`src/rtl/alu_interface.sv`:
```
// UART-to-ALU frame sequencer: collects bytes A, B and OP, then sends the low byte of the ALU result.
// Optional inter-byte timeout is enabled by defining ALU_IF_TIMEOUT_EN.
module alu_interface #(
    parameter int N_BITS         = 8,
    parameter int N_OP           = 6,
    parameter int TIMEOUT_CYCLES = 50000000
) (
    input  logic              i_clk,
    input  logic              i_rst_n,
    input  logic [7:0]        i_rx_data,
    input  logic              i_rx_done,
    input  logic [N_BITS-1:0] i_alu_res,
    input  logic              i_tx_done,
    output logic [N_BITS-1:0] o_A,
    output logic [N_BITS-1:0] o_B,
    output logic [N_OP-1:0]   o_OP,
    output logic [7:0]        o_tx_data,
    output logic              o_tx_start,
    output logic              o_busy,
    output logic              o_timeout,
    output logic [2:0]        o_state
);

    typedef enum logic [2:0] {
        S_IDLE    = 3'd0,
        S_WAIT_B  = 3'd1,
        S_WAIT_OP = 3'd2,
        S_LATCH   = 3'd3,
        S_SEND    = 3'd4,
        S_WAIT_TX = 3'd5
    } state_t;

    state_t            state_q, state_d;
    logic [N_BITS-1:0] a_q, a_d, b_q, b_d;
    logic [N_OP-1:0]   op_q, op_d;
    logic [7:0]        tx_data_q, tx_data_d;
    logic              tx_start_q, tx_start_d;
    logic              busy_q, busy_d;
    logic [N_BITS-1:0] rx_ext;
    logic [7:0]        res_byte;
    logic              timeout_hit;

    // Operand bytes are zero-extended or truncated to N_BITS; result is the low byte, zero-extended.
    if (N_BITS > 8) begin : g_wide
        assign rx_ext   = {{(N_BITS-8){1'b0}}, i_rx_data};
        assign res_byte = i_alu_res[7:0];
    end else if (N_BITS == 8) begin : g_byte
        assign rx_ext   = i_rx_data;
        assign res_byte = i_alu_res;
    end else begin : g_narrow
        assign rx_ext   = i_rx_data[N_BITS-1:0];
        assign res_byte = {{(8-N_BITS){1'b0}}, i_alu_res};
    end

`ifdef ALU_IF_TIMEOUT_EN
    localparam int CW = (TIMEOUT_CYCLES > 2) ? $clog2(TIMEOUT_CYCLES) : 1;

    logic [CW-1:0] cnt_q, cnt_d;
    logic          waiting;
    logic          timeout_q;

    assign waiting     = (state_q == S_WAIT_B) || (state_q == S_WAIT_OP);
    // A byte arriving on the terminal-count cycle wins over the timeout.
    assign timeout_hit = waiting && !i_rx_done && (cnt_q == CW'(TIMEOUT_CYCLES - 1));
    assign cnt_d       = (waiting && (state_d == state_q)) ? cnt_q + CW'(1) : '0;

    always_ff @(posedge i_clk or negedge i_rst_n) begin
        if (!i_rst_n) begin
            cnt_q     <= '0;
            timeout_q <= 1'b0;
        end else begin
            cnt_q     <= cnt_d;
            timeout_q <= timeout_hit;
        end
    end

    assign o_timeout = timeout_q;
`else
    assign timeout_hit = 1'b0;
    assign o_timeout   = 1'b0;
`endif

    always_ff @(posedge i_clk or negedge i_rst_n) begin
        if (!i_rst_n) state_q <= S_IDLE;
        else          state_q <= state_d;
    end

    always_comb begin
        state_d = state_q;
        case (state_q)
            S_IDLE:    if (i_rx_done) state_d = S_WAIT_B;
            S_WAIT_B:  if (i_rx_done) state_d = S_WAIT_OP;
                       else if (timeout_hit) state_d = S_IDLE;
            S_WAIT_OP: if (i_rx_done) state_d = S_LATCH;
                       else if (timeout_hit) state_d = S_IDLE;
            S_LATCH:   state_d = S_SEND;
            S_SEND:    state_d = S_WAIT_TX;
            S_WAIT_TX: if (i_tx_done) state_d = S_IDLE;
            default:   state_d = S_IDLE;
        endcase
    end

    always_comb begin
        a_d        = a_q;
        b_d        = b_q;
        op_d       = op_q;
        tx_data_d  = tx_data_q;
        tx_start_d = 1'b0;
        busy_d     = (state_d != S_IDLE);
        case (state_q)
            S_IDLE:    if (i_rx_done) a_d  = rx_ext;
            S_WAIT_B:  if (i_rx_done) b_d  = rx_ext;
            S_WAIT_OP: if (i_rx_done) op_d = i_rx_data[N_OP-1:0];
            S_LATCH: begin
                tx_data_d  = res_byte;
                tx_start_d = 1'b1;
            end
            default: ;
        endcase
    end

    always_ff @(posedge i_clk or negedge i_rst_n) begin
        if (!i_rst_n) begin
            a_q        <= '0;
            b_q        <= '0;
            op_q       <= '0;
            tx_data_q  <= '0;
            tx_start_q <= 1'b0;
            busy_q     <= 1'b0;
        end else begin
            a_q        <= a_d;
            b_q        <= b_d;
            op_q       <= op_d;
            tx_data_q  <= tx_data_d;
            tx_start_q <= tx_start_d;
            busy_q     <= busy_d;
        end
    end

    assign o_A        = a_q;
    assign o_B        = b_q;
    assign o_OP       = op_q;
    assign o_tx_data  = tx_data_q;
    assign o_tx_start = tx_start_q;
    assign o_busy     = busy_q;
    assign o_state    = state_q;

endmodule

```
`config.mk`:
```
export PLATFORM = sky130hd
export DESIGN_NAME = alu_interface
export DESIGN_NICKNAME = d
export VERILOG_FILES = /design/src/rtl/alu_interface.sv
export SDC_FILE = /design/constraint.sdc
export NUM_CORES = 1
export LEC_CHECK = 0
export BUFFER_PORTS_ARGS = -buffer_cell sky130_fd_sc_hd__buf_2
export CAP_MARGIN = 20
export CORE_UTILIZATION = 30
export DETAILED_ROUTE_END_ITERATION = 10
export GPL_TIMING_DRIVEN = 0
export PLACE_DENSITY = 0.62
export SETUP_SLACK_MARGIN = 0.3
export SYNTH_ARGS = -nofsm -noshare
export SYNTH_HDL_FRONTEND = slang
export SYNTH_SLANG_ARGS = --single-unit
```
`constraint.sdc`:
```
create_clock -name i_clk -period 1.3 [get_ports i_clk]
set_input_delay 0.26 -clock i_clk [delete_from_list [all_inputs] [get_ports i_clk]]
set_output_delay 0.26 -clock i_clk [all_outputs]
set_load 0.005 [all_outputs]
```
==> impl_metrics.tcl, run 1 <==
set metrics [dict create \
    nets 205 \
    syn_avg_cell_area_um2 15.6 \
    die_w_um 69.6 \
    path_clk_slew_ps 70 \
    synth.cell_area_um2 1370 \
    die-height_um 69.6 \
    io_buffers 54 \
    grt_pass1_vias 1111 \
    diodes 0 \
    leakagePower_nw 1.18 \
    worst_pin_slew_ps 770 \
    hold_viol 0 \
    dp_hpwl_um 2050 \
    syn_nets 108 \
    maxSlewViolCount 0 \
    cts_tree "built" \
    gr-total-overflow 0 \
    startpoint_type "flip-flop" \
    cts_buffers 5 \
    max-slew-margin-rel_pct 48.6 \
    viasPerCell 4.45 \
    dr.pass1.iters 2 \
    pwr_density_cell_nw_per_um2 2630 \
    crit_buf_inv 1 \
    final_area_um2 2270 \
    rsz0062_at_grt "yes" \
    core.rowCount 24 \
    clock.fmax_ghz 0.732 \
    fin_skew_ps 5.17 \
    drive_above_1_share_pct 75.8 \
    critPathMaxStageDelay_ps 380 \
    insertion_delay_ps 280 \
    cts-htree-levels 2 \
    cp_top_family "simple AND/OR/NAND/NOR gates" \
    ys_top_cells_by_area "dfrtp_1, mux2_2, nor2_4" \
    critPathMaxFanout 6 \
    reg2reg_depth 4 \
    yosysSeqAreaShare_pct 63.9 \
    crit_required_ps 1470 \
    tns_ps -1080 \
    avgRoutedWirePerCell_um 14.2 \
    outcome "finished, violations left" \
    initial_core_util_pct 31.3 \
    coreArea_um2 4380 \
    grt_max_degree 36 \
    hp-class "input port to asynchronous set/reset pin" \
    clock_sinks 35 \
    slowest_stage "dfrtp_1" \
    worst_slack_ps -66.4 \
    ys_types 18 \
    grt_use_total_pct 14.6 \
    totalWireLength_um 3380 \
    peakVddDrop_mv 0.979 \
    clock-root-buffer "clkbuf_8" \
    maxCapViolations 0 \
    num_vias 1060 \
    period_needed_ps 1370 \
    cp.depth 4 \
    synth_top_cell_by_area "dfrtp_1" \
    worstSetupPathType "flip-flop to flip-flop" \
    place_area_um2 1760 \
    postSynthCellCount 88 \
    grt_pass1_wl_um 5470 \
    clk_path_buf_depth 2 \
    crit_arrival_ps 1530 \
    drc_errors 0 \
    ys_warn_count 0 \
    violations "setup timing" \
    die_area_um2 4850 \
    drtIter0Drc 18 \
    setup_violations 30 \
    ys_ff_latch 35 \
    crit_chain "buf_6 -> nand2b_4 -> nor2_4 -> mux2_4" \
    area_growth_pct 65.5 \
    crit_path_end_kind "flip-flop" \
    period_share_pct 105 \
    netlist.area_leader.share_pct 63.9 \
    ant_nets 0 \
    ios 56 \
    antenna_found_initial 0 \
    gp_congestion 0.733 \
]
## cells in the mapped netlist
| cell | count |
|---|---|
| nor2_4 | 2 |
| nand2b_1 | 3 |
| nor3_4 | 1 |
| a21oi_1 | 2 |
| nand3b_1 | 2 |
| inv_1 | 1 |
| a21o_1 | 1 |
| o21ai_0 | 1 |
| nor2_1 | 1 |
| nand2_1 | 1 |
| buf_2 | 2 |
| mux2_2 | 30 |
| buf_4 | 1 |
| nand2b_4 | 1 |
| conb_1 | 1 |
| dfrtp_1 | 35 |
| or3_1 | 1 |
| nor3_1 | 2 |
## flip-flops by register name (all words and copies together) (netlist names)
name        flops
o_A             8
o_B             8
o_OP            6
o_busy          1
o_state         3
o_tx_data       8
o_tx_start      1
## through the flow
step                hold slack, ps  setup WS [ps]  power, mW  utilization [%]  cells
floorplan                    -35.6          -64.9       3.10                -     88
global placement               363           -210       3.80             40.1    194
detailed placement             392           -280       3.91             40.1    194
CTS                           80.3           -101       5.52             48.1    222
global route                   101           -103       6.35             51.8    238
finish                        49.8          -66.4       5.97             51.8    238
## placed cells by master, fill, tap and decap left out
master and count:
nand2b_4 4, clkinv_2 1, mux2_4 30, a21oi_2 1, o21ai_1 1, nor3_2 1, clkbuf_1 1, a21o_1 1
nor2_1 1, conb_1 1, nand2_1 1, nor3_4 1, buf_2 52, a21oi_1 1, or3_1 1, dfrtp_1 33
nor3_1 1, clkinvlp_4 1, buf_12 2, buf_4 32, buf_6 7, dfrtp_2 2, nor2_4 2, nand3b_1 2
inv_1 1, clkbuf_8 5
## logic make-up after synthesis
logic type,after synthesis,synth area share (%)
flops,35,63.9
mux,30,24.6
simple gates,14,8.03
compound gates,4,1.64
buf+inv,4,1.55
other cells,1,0.273
## what timing repair did
action | CTS | global route
resized for setup | 25 | 8
buffers inserted | 20 | 16
hold endpoints to repair | 0 | 0
hold buffers | 0 | 0
endpoints found under the setup margin | 67 | 70
pin swaps | 7 | 2
## per-layer routing
layer | wire length, um | GRT usage, %
met1 | 1290 | 16.6
met3 | 144 | 4.22
met2 | 1890 | 25.9
met5 | 0 | 0
met4 | 54 | 5.33
## layout make-up
cell class              count  area (um^2)
clock inverters             2         12.5
inverters                   1         3.75
multi-input cells          49          618
repair buffers             90          589
clock buffers               6         72.6
flip-flops and latches     35          878
well taps                  52         65.1
fillers                   378         2110
plain buffers               3         30.0
## power breakdown
group	total (mW)	switching, mW	internal [mW]
Combinational	3.25	1.06	2.20
Sequential	1.97	0.317	1.65
Clock	0.746	0.372	0.374
## final timing paths
| path | from | end | slack, ps |
|---|---|---|---|
| max | o_state[0] | o_OP[1] | -70 |
| min | i_rst_n | o_B[1] | 50 |
| max reg2reg | o_state[0] | o_OP[1] | -70 |
| min reg2reg | o_B[7] | o_B[7] | 510 |
| max in group asynchronous | i_rst_n | o_state[2] | 710 |
| min in group i_clk | i_alu_res[0] | o_tx_data[0] | 210 |
Power figures use the tool's default switching activity.
==> run 2: changes to the inputs <==
--- a/config.mk
+++ b/config.mk
@@ -10,7 +10,7 @@
 export CORE_UTILIZATION = 30
 export DETAILED_ROUTE_END_ITERATION = 10
 export GPL_TIMING_DRIVEN = 0
-export PLACE_DENSITY = 0.62
+export PLACE_DENSITY = 0.61
 export SETUP_SLACK_MARGIN = 0.3
 export SYNTH_ARGS = -nofsm -noshare
 export SYNTH_HDL_FRONTEND = slang
==> impl_metrics.tcl, run 2 (same netlist as run 1, synthesis figures left out) <==
set metrics [dict create \
    outcome "finished, violations left" \
    violations "setup timing" \
    crit_chain "buf_6 -> nand2b_4 -> nor2_4 -> buf_4 -> mux2_4" \
    ant_nets 0 \
    seq_power_share_pct 33.7 \
    regArea_um2 877 \
    grt_pass1_wl_um 5350 \
    gr-total-overflow 0 \
    diodes 0 \
    maxCapViolations 0 \
    setup_violations 21 \
    cts_tree "built" \
    die_area_um2 4850 \
    hp-class "input port to asynchronous set/reset pin" \
    timing.hold.ws_ps 59.9 \
    crit_path_end_kind "flip-flop" \
    crit_arrival_ps 1510 \
    rsz0062_at_grt "yes" \
    pwr-share-comb_pct 53.4 \
    internal-power_mw 4.08 \
    insertion_delay_ps 280 \
    hold_viol 0 \
    worst_pin_slew_ps 788 \
    drive_above_1_share_pct 74.9 \
    multiInputGateArea_um2 609 \
    totalWireLength_um 3170 \
    startpoint_type "flip-flop" \
    grt_pass1_vias 1073 \
    tns_ps -594 \
    cts_buffers 5 \
    drc_errors 0 \
    crit_buf_inv 2 \
    area_growth_pct 63.3 \
    leakagePower_nw 1.16 \
    avgRoutedWirePerCell_um 13.5 \
    clock.fmax_ghz 0.742 \
    reg2reg_depth 5 \
    peakVddDrop_mv 0.929 \
    clock_sinks 35 \
    drtIter0Drc 19 \
    p_switching_mw 1.68 \
    r2r_end "o_OP[4]" \
    viasPerCell 4.43 \
    crit_required_ps 1460 \
    fin_skew_ps 6.55 \
    layout_common_cells "buf_2, dfrtp_1, mux2_4, buf_4, buf_6" \
    rr_startpoint "o_state[0]" \
    path_clk_slew_ps 70 \
    dr.pass1.iters 2 \
    grt_max_degree 36 \
    critPathMaxFanout 6 \
    worst_slack_ps -47.9 \
    cts-htree-levels 2 \
    cp.depth 5 \
    cp_top_family "flip-flops" \
    p_clk_share_pct 12.9 \
    critPathMaxStageDelay_ps 400 \
    coreArea_um2 4380 \
    io_buffers 54 \
    mostFrequentLayoutCell "buf_2" \
    worstSetupPathType "flip-flop to flip-flop" \
    initial_core_util_pct 31.3 \
    die_w_um 69.6 \
    gp_congestion 0.709 \
    slowest_stage "dfrtp_1" \
    place_inst 194 \
    pwr_density_cell_nw_per_um2 2580 \
    fill_cells 405 \
    period_needed_ps 1350 \
    instances_no_fill 235 \
    clock-root-buffer "clkbuf_8" \
    antenna_found_initial 0 \
    period_share_pct 104 \
    die-height_um 69.6 \
    switching_share_pct 29.2 \
    nets 202 \
    ios 56 \
    rrSetupSlack_ps -50 \
    dp_hpwl_um 2030 \
    num_vias 1041 \
    core.rowCount 24 \
    post-place-ws_ps -247 \
    clk_path_buf_depth 2 \
    max-slew-margin-rel_pct 47.4 \
    grt_use_total_pct 14.1 \
    maxSlewViolCount 0 \
]
## run 2: cell types whose count changed in the layout (fill, tap and decap cells not counted), sizes merged
cell / delta
buf: -3
## run 2: power by group through the flow
stage | Sequential, mW | Combinational, mW | Clock [mW]
2_1_floorplan | 2.01 | 1.09 | 0
4_1_cts | 1.95 | 2.68 | 0.790
6_report | 1.94 | 3.08 | 0.745
5_1_grt | 2.01 | 3.31 | 0.845
3_5_place_dp | 1.98 | 1.91 | 0
3_3_place_gp | 1.95 | 1.87 | 0
## run 2: worst max-delay path by stage
stage,to,slack (ps),startpoint
floorplan,o_A[0],-60,o_state[2]
finish,o_OP[4],-50,o_state[0]
CTS,o_A[0],-90,o_state[2]
global placement,o_A[4],-250,o_state[2]
detailed placement,o_A[0],-250,o_state[2]
global route,o_OP[4],-100,o_state[0]
## run 2: per-stage QoR
| stage | cell area [um^2] | util (%) | power (mW) |
|---|---|---|---|
| 6_report | 2240 | 51.1 | 5.77 |
| 4_1_cts | 2100 | 47.9 | 5.41 |
| 2_1_floorplan | 1420 | - | 3.10 |
| 5_1_grt | 2240 | 51.1 | 6.16 |
| 3_5_place_dp | 1760 | 40.1 | 3.89 |
| 3_3_place_gp | 1760 | 40.1 | 3.82 |
## run 2: layout make-up
class / count / area share, %
sequential: 35 / 39.2
multi-input combinational: 49 / 27.2
timing repair buffer: 87 / 25.4
clock buffer: 6 / 3.24
tap: 52 / 2.91
buffer: 3 / 1.34
clock inverter: 2 / 0.559
inverter: 1 / 0.168
## run 2: worst register-to-register path: stages (launching register included)
cell      delay [ps]
dfrtp_1          400
buf_6            150
nand2b_4         150
nor2_4           110
buf_4            140
mux2_4           290
## run 2: repair_timing
action | in CTS | in global routing
pin swaps | 3 | 3
setup endpoints to repair | 67 | 69
hold buffers | 0 | 0
resized for setup | 21 | 12
buffers inserted | 21 | 12
## run 2: per-layer routing
| metal | part of all wire, % | GRT usage [%] |
|---|---|---|
| met1 | 41 | 17.2 |
| met2 | 53 | 23.9 |
| met3 | 4.2 | 3.78 |
| met4 | 1.7 | 4.67 |
| met5 | 0 | 0 |
==> run 3: changes to the inputs <==
--- a/config.mk
+++ b/config.mk
@@ -6,7 +6,6 @@
 export NUM_CORES = 1
 export LEC_CHECK = 0
 export BUFFER_PORTS_ARGS = -buffer_cell sky130_fd_sc_hd__buf_2
-export CAP_MARGIN = 20
 export CORE_UTILIZATION = 30
 export DETAILED_ROUTE_END_ITERATION = 10
 export GPL_TIMING_DRIVEN = 0
@@ -15,3 +14,4 @@
 export SYNTH_ARGS = -nofsm -noshare
 export SYNTH_HDL_FRONTEND = slang
 export SYNTH_SLANG_ARGS = --single-unit
+export TNS_END_PERCENT = 5
==> impl_metrics.tcl, run 3 (same netlist as run 1, synthesis figures left out) <==
set metrics [dict create \
    outcome "finished, violations left" \
    violations "setup timing" \
    initial_core_util_pct 31.3 \
    p_clk_share_pct 14.6 \
    rsz0062_at_grt "yes" \
    cts-htree-levels 2 \
    tns_ps -830 \
    hold_viol 0 \
    clock_sinks 35 \
    area_growth_pct 47.1 \
    place_area_um2 1710 \
    worstSetupPathType "flip-flop to flip-flop" \
    die-height_um 69.6 \
    cts_tree "built" \
    rr_startpoint "o_state[0]" \
    worst_slack_ps -58.9 \
    gp_congestion 0.775 \
    path_clk_slew_ps 70 \
    leakagePower_nw 1.02 \
    layout_common_cells "buf_2, dfrtp_1, mux2_4, buf_6, mux2_2" \
    max-slew-margin-rel_pct 49.6 \
    ant_nets 0 \
    antenna_found_initial 0 \
    viasPerCell 4.50 \
    drive_above_1_share_pct 69.8 \
    gr-total-overflow 0 \
    seq_power_share_pct 37.6 \
    mostFrequentLayoutCell "buf_2" \
    grt_pass1_vias 1023 \
    grt_max_degree 36 \
    fill_cells 419 \
    drtIter0Drc 51 \
    rrSetupSlack_ps -60 \
    hp-class "input port to asynchronous set/reset pin" \
    critPathMaxFanout 6 \
    period_needed_ps 1360 \
    setup_violations 29 \
    crit_required_ps 1470 \
    crit_path_end_kind "flip-flop" \
    dr.pass1.iters 4 \
    io_buffers 54 \
    core.rowCount 24 \
    maxCapViolations 0 \
    peakVddDrop_mv 1.06 \
    die_area_um2 4850 \
    coreArea_um2 4380 \
    pwr_density_cell_nw_per_um2 2550 \
    drc_errors 0 \
    die_w_um 69.6 \
    num_vias 950 \
    nets 178 \
    grt_use_total_pct 13.7 \
    diodes 0 \
    clock-root-buffer "clkbuf_8" \
    r2r_end "o_OP[4]" \
    startpoint_type "flip-flop" \
    reg2reg_depth 5 \
    p_switching_mw 1.57 \
    final_area_um2 2020 \
    clk_path_buf_depth 2 \
    clock.fmax_ghz 0.736 \
    pwr-share-comb_pct 47.8 \
    switching_share_pct 30.6 \
    worst_pin_slew_ps 756 \
    fin_skew_ps 9.72 \
    dp_hpwl_um 2080 \
    avgRoutedWirePerCell_um 14.8 \
    period_share_pct 105 \
    insertion_delay_ps 280 \
    timing.hold.ws_ps 44.9 \
    cts_buffers 5 \
    grt_pass1_wl_um 5150 \
    maxSlewViolCount 0 \
    totalWireLength_um 3110 \
    crit_arrival_ps 1520 \
    ios 56 \
    internal-power_mw 3.57 \
]
[run 3: cell types whose count changed in the layout (fill, tap and decap cells not counted), sizes merged]
cell,delta
buf,-24
[run 3: stage by stage]
| stage | cells | util, % | worst slack, ps | power [mW] |
|---|---|---|---|---|
| 2_1_floorplan | 88 | - | -64.9 | 2.92 |
| 3_3_place_gp | 194 | 38.9 | -244 | 3.63 |
| 3_5_place_dp | 194 | 38.9 | -242 | 3.73 |
| 4_1_cts | 210 | 45.5 | -60.6 | 5.15 |
| 5_1_grt | 211 | 46.0 | -90.4 | 5.50 |
| 6_report | 211 | 46.0 | -58.9 | 5.15 |
[run 3: routing by layer]
| layer | vias to the layer above | part of all wire (%) | GRT usage, % |
|---|---|---|---|
| met5 | - | 0 | 0 |
| met4 | 0 | 1.0 | 6.00 |
| met3 | 4 | 3.8 | 4.07 |
| met2 | 29 | 53 | 23.0 |
| met1 | 475 | 42 | 16.3 |
| li1 | 442 | - | - |
[run 3: cell type report]
class / count / area (um^2) / area share [%]
clock buffer: 6 / 72.6 / 3.60
tap: 52 / 65.1 / 3.23
clock inverter: 2 / 12.5 / 0.620
sequential: 35 / 877 / 43.5
inverter: 1 / 3.75 / 0.186
timing repair buffer: 63 / 375 / 18.6
multi-input combinational: 49 / 581 / 28.8
buffer: 3 / 30.0 / 1.49
[run 3: worst max-delay path, stage by stage, from the launching register on]
cell	delay, ps
dfrtp_1	390
buf_6	140
nand2b_4	150
nor2_4	120
buf_6	140
mux2_4	300
[run 3: repair_timing]
item / CTS / global route
pin swaps: 3 / 2
resized for setup: 34 / 4
gates cloned: 0 / 0
endpoints found under the setup margin: 69 / 70
endpoints found under the hold margin: 0 / 0
hold buffers: 0 / 0
buffers inserted: 8 / 1
[run 3: how the worst max path moves through the flow]
stage	depth (start not counted)	endpoint	startpoint	slack [ps]
floorplan	3	o_A[0]	o_state[2]	-60
global placement	3	o_A[7]	o_state[2]	-240
detailed placement	3	o_A[4]	o_state[2]	-240
CTS	5	o_OP[3]	o_state[0]	-60
global route	5	o_OP[4]	o_state[0]	-90
finish	5	o_OP[4]	o_state[0]	-60
[run 3: power by group through the flow]
stage / Sequential [mW] / Clock [mW] / Combinational (mW)
global placement: 1.93 / 0 / 1.70
floorplan: 2.00 / 0 / 0.927
CTS: 1.93 / 0.784 / 2.43
detailed placement: 1.96 / 0 / 1.77
finish: 1.93 / 0.750 / 2.46
global route: 2.01 / 0.847 / 2.64
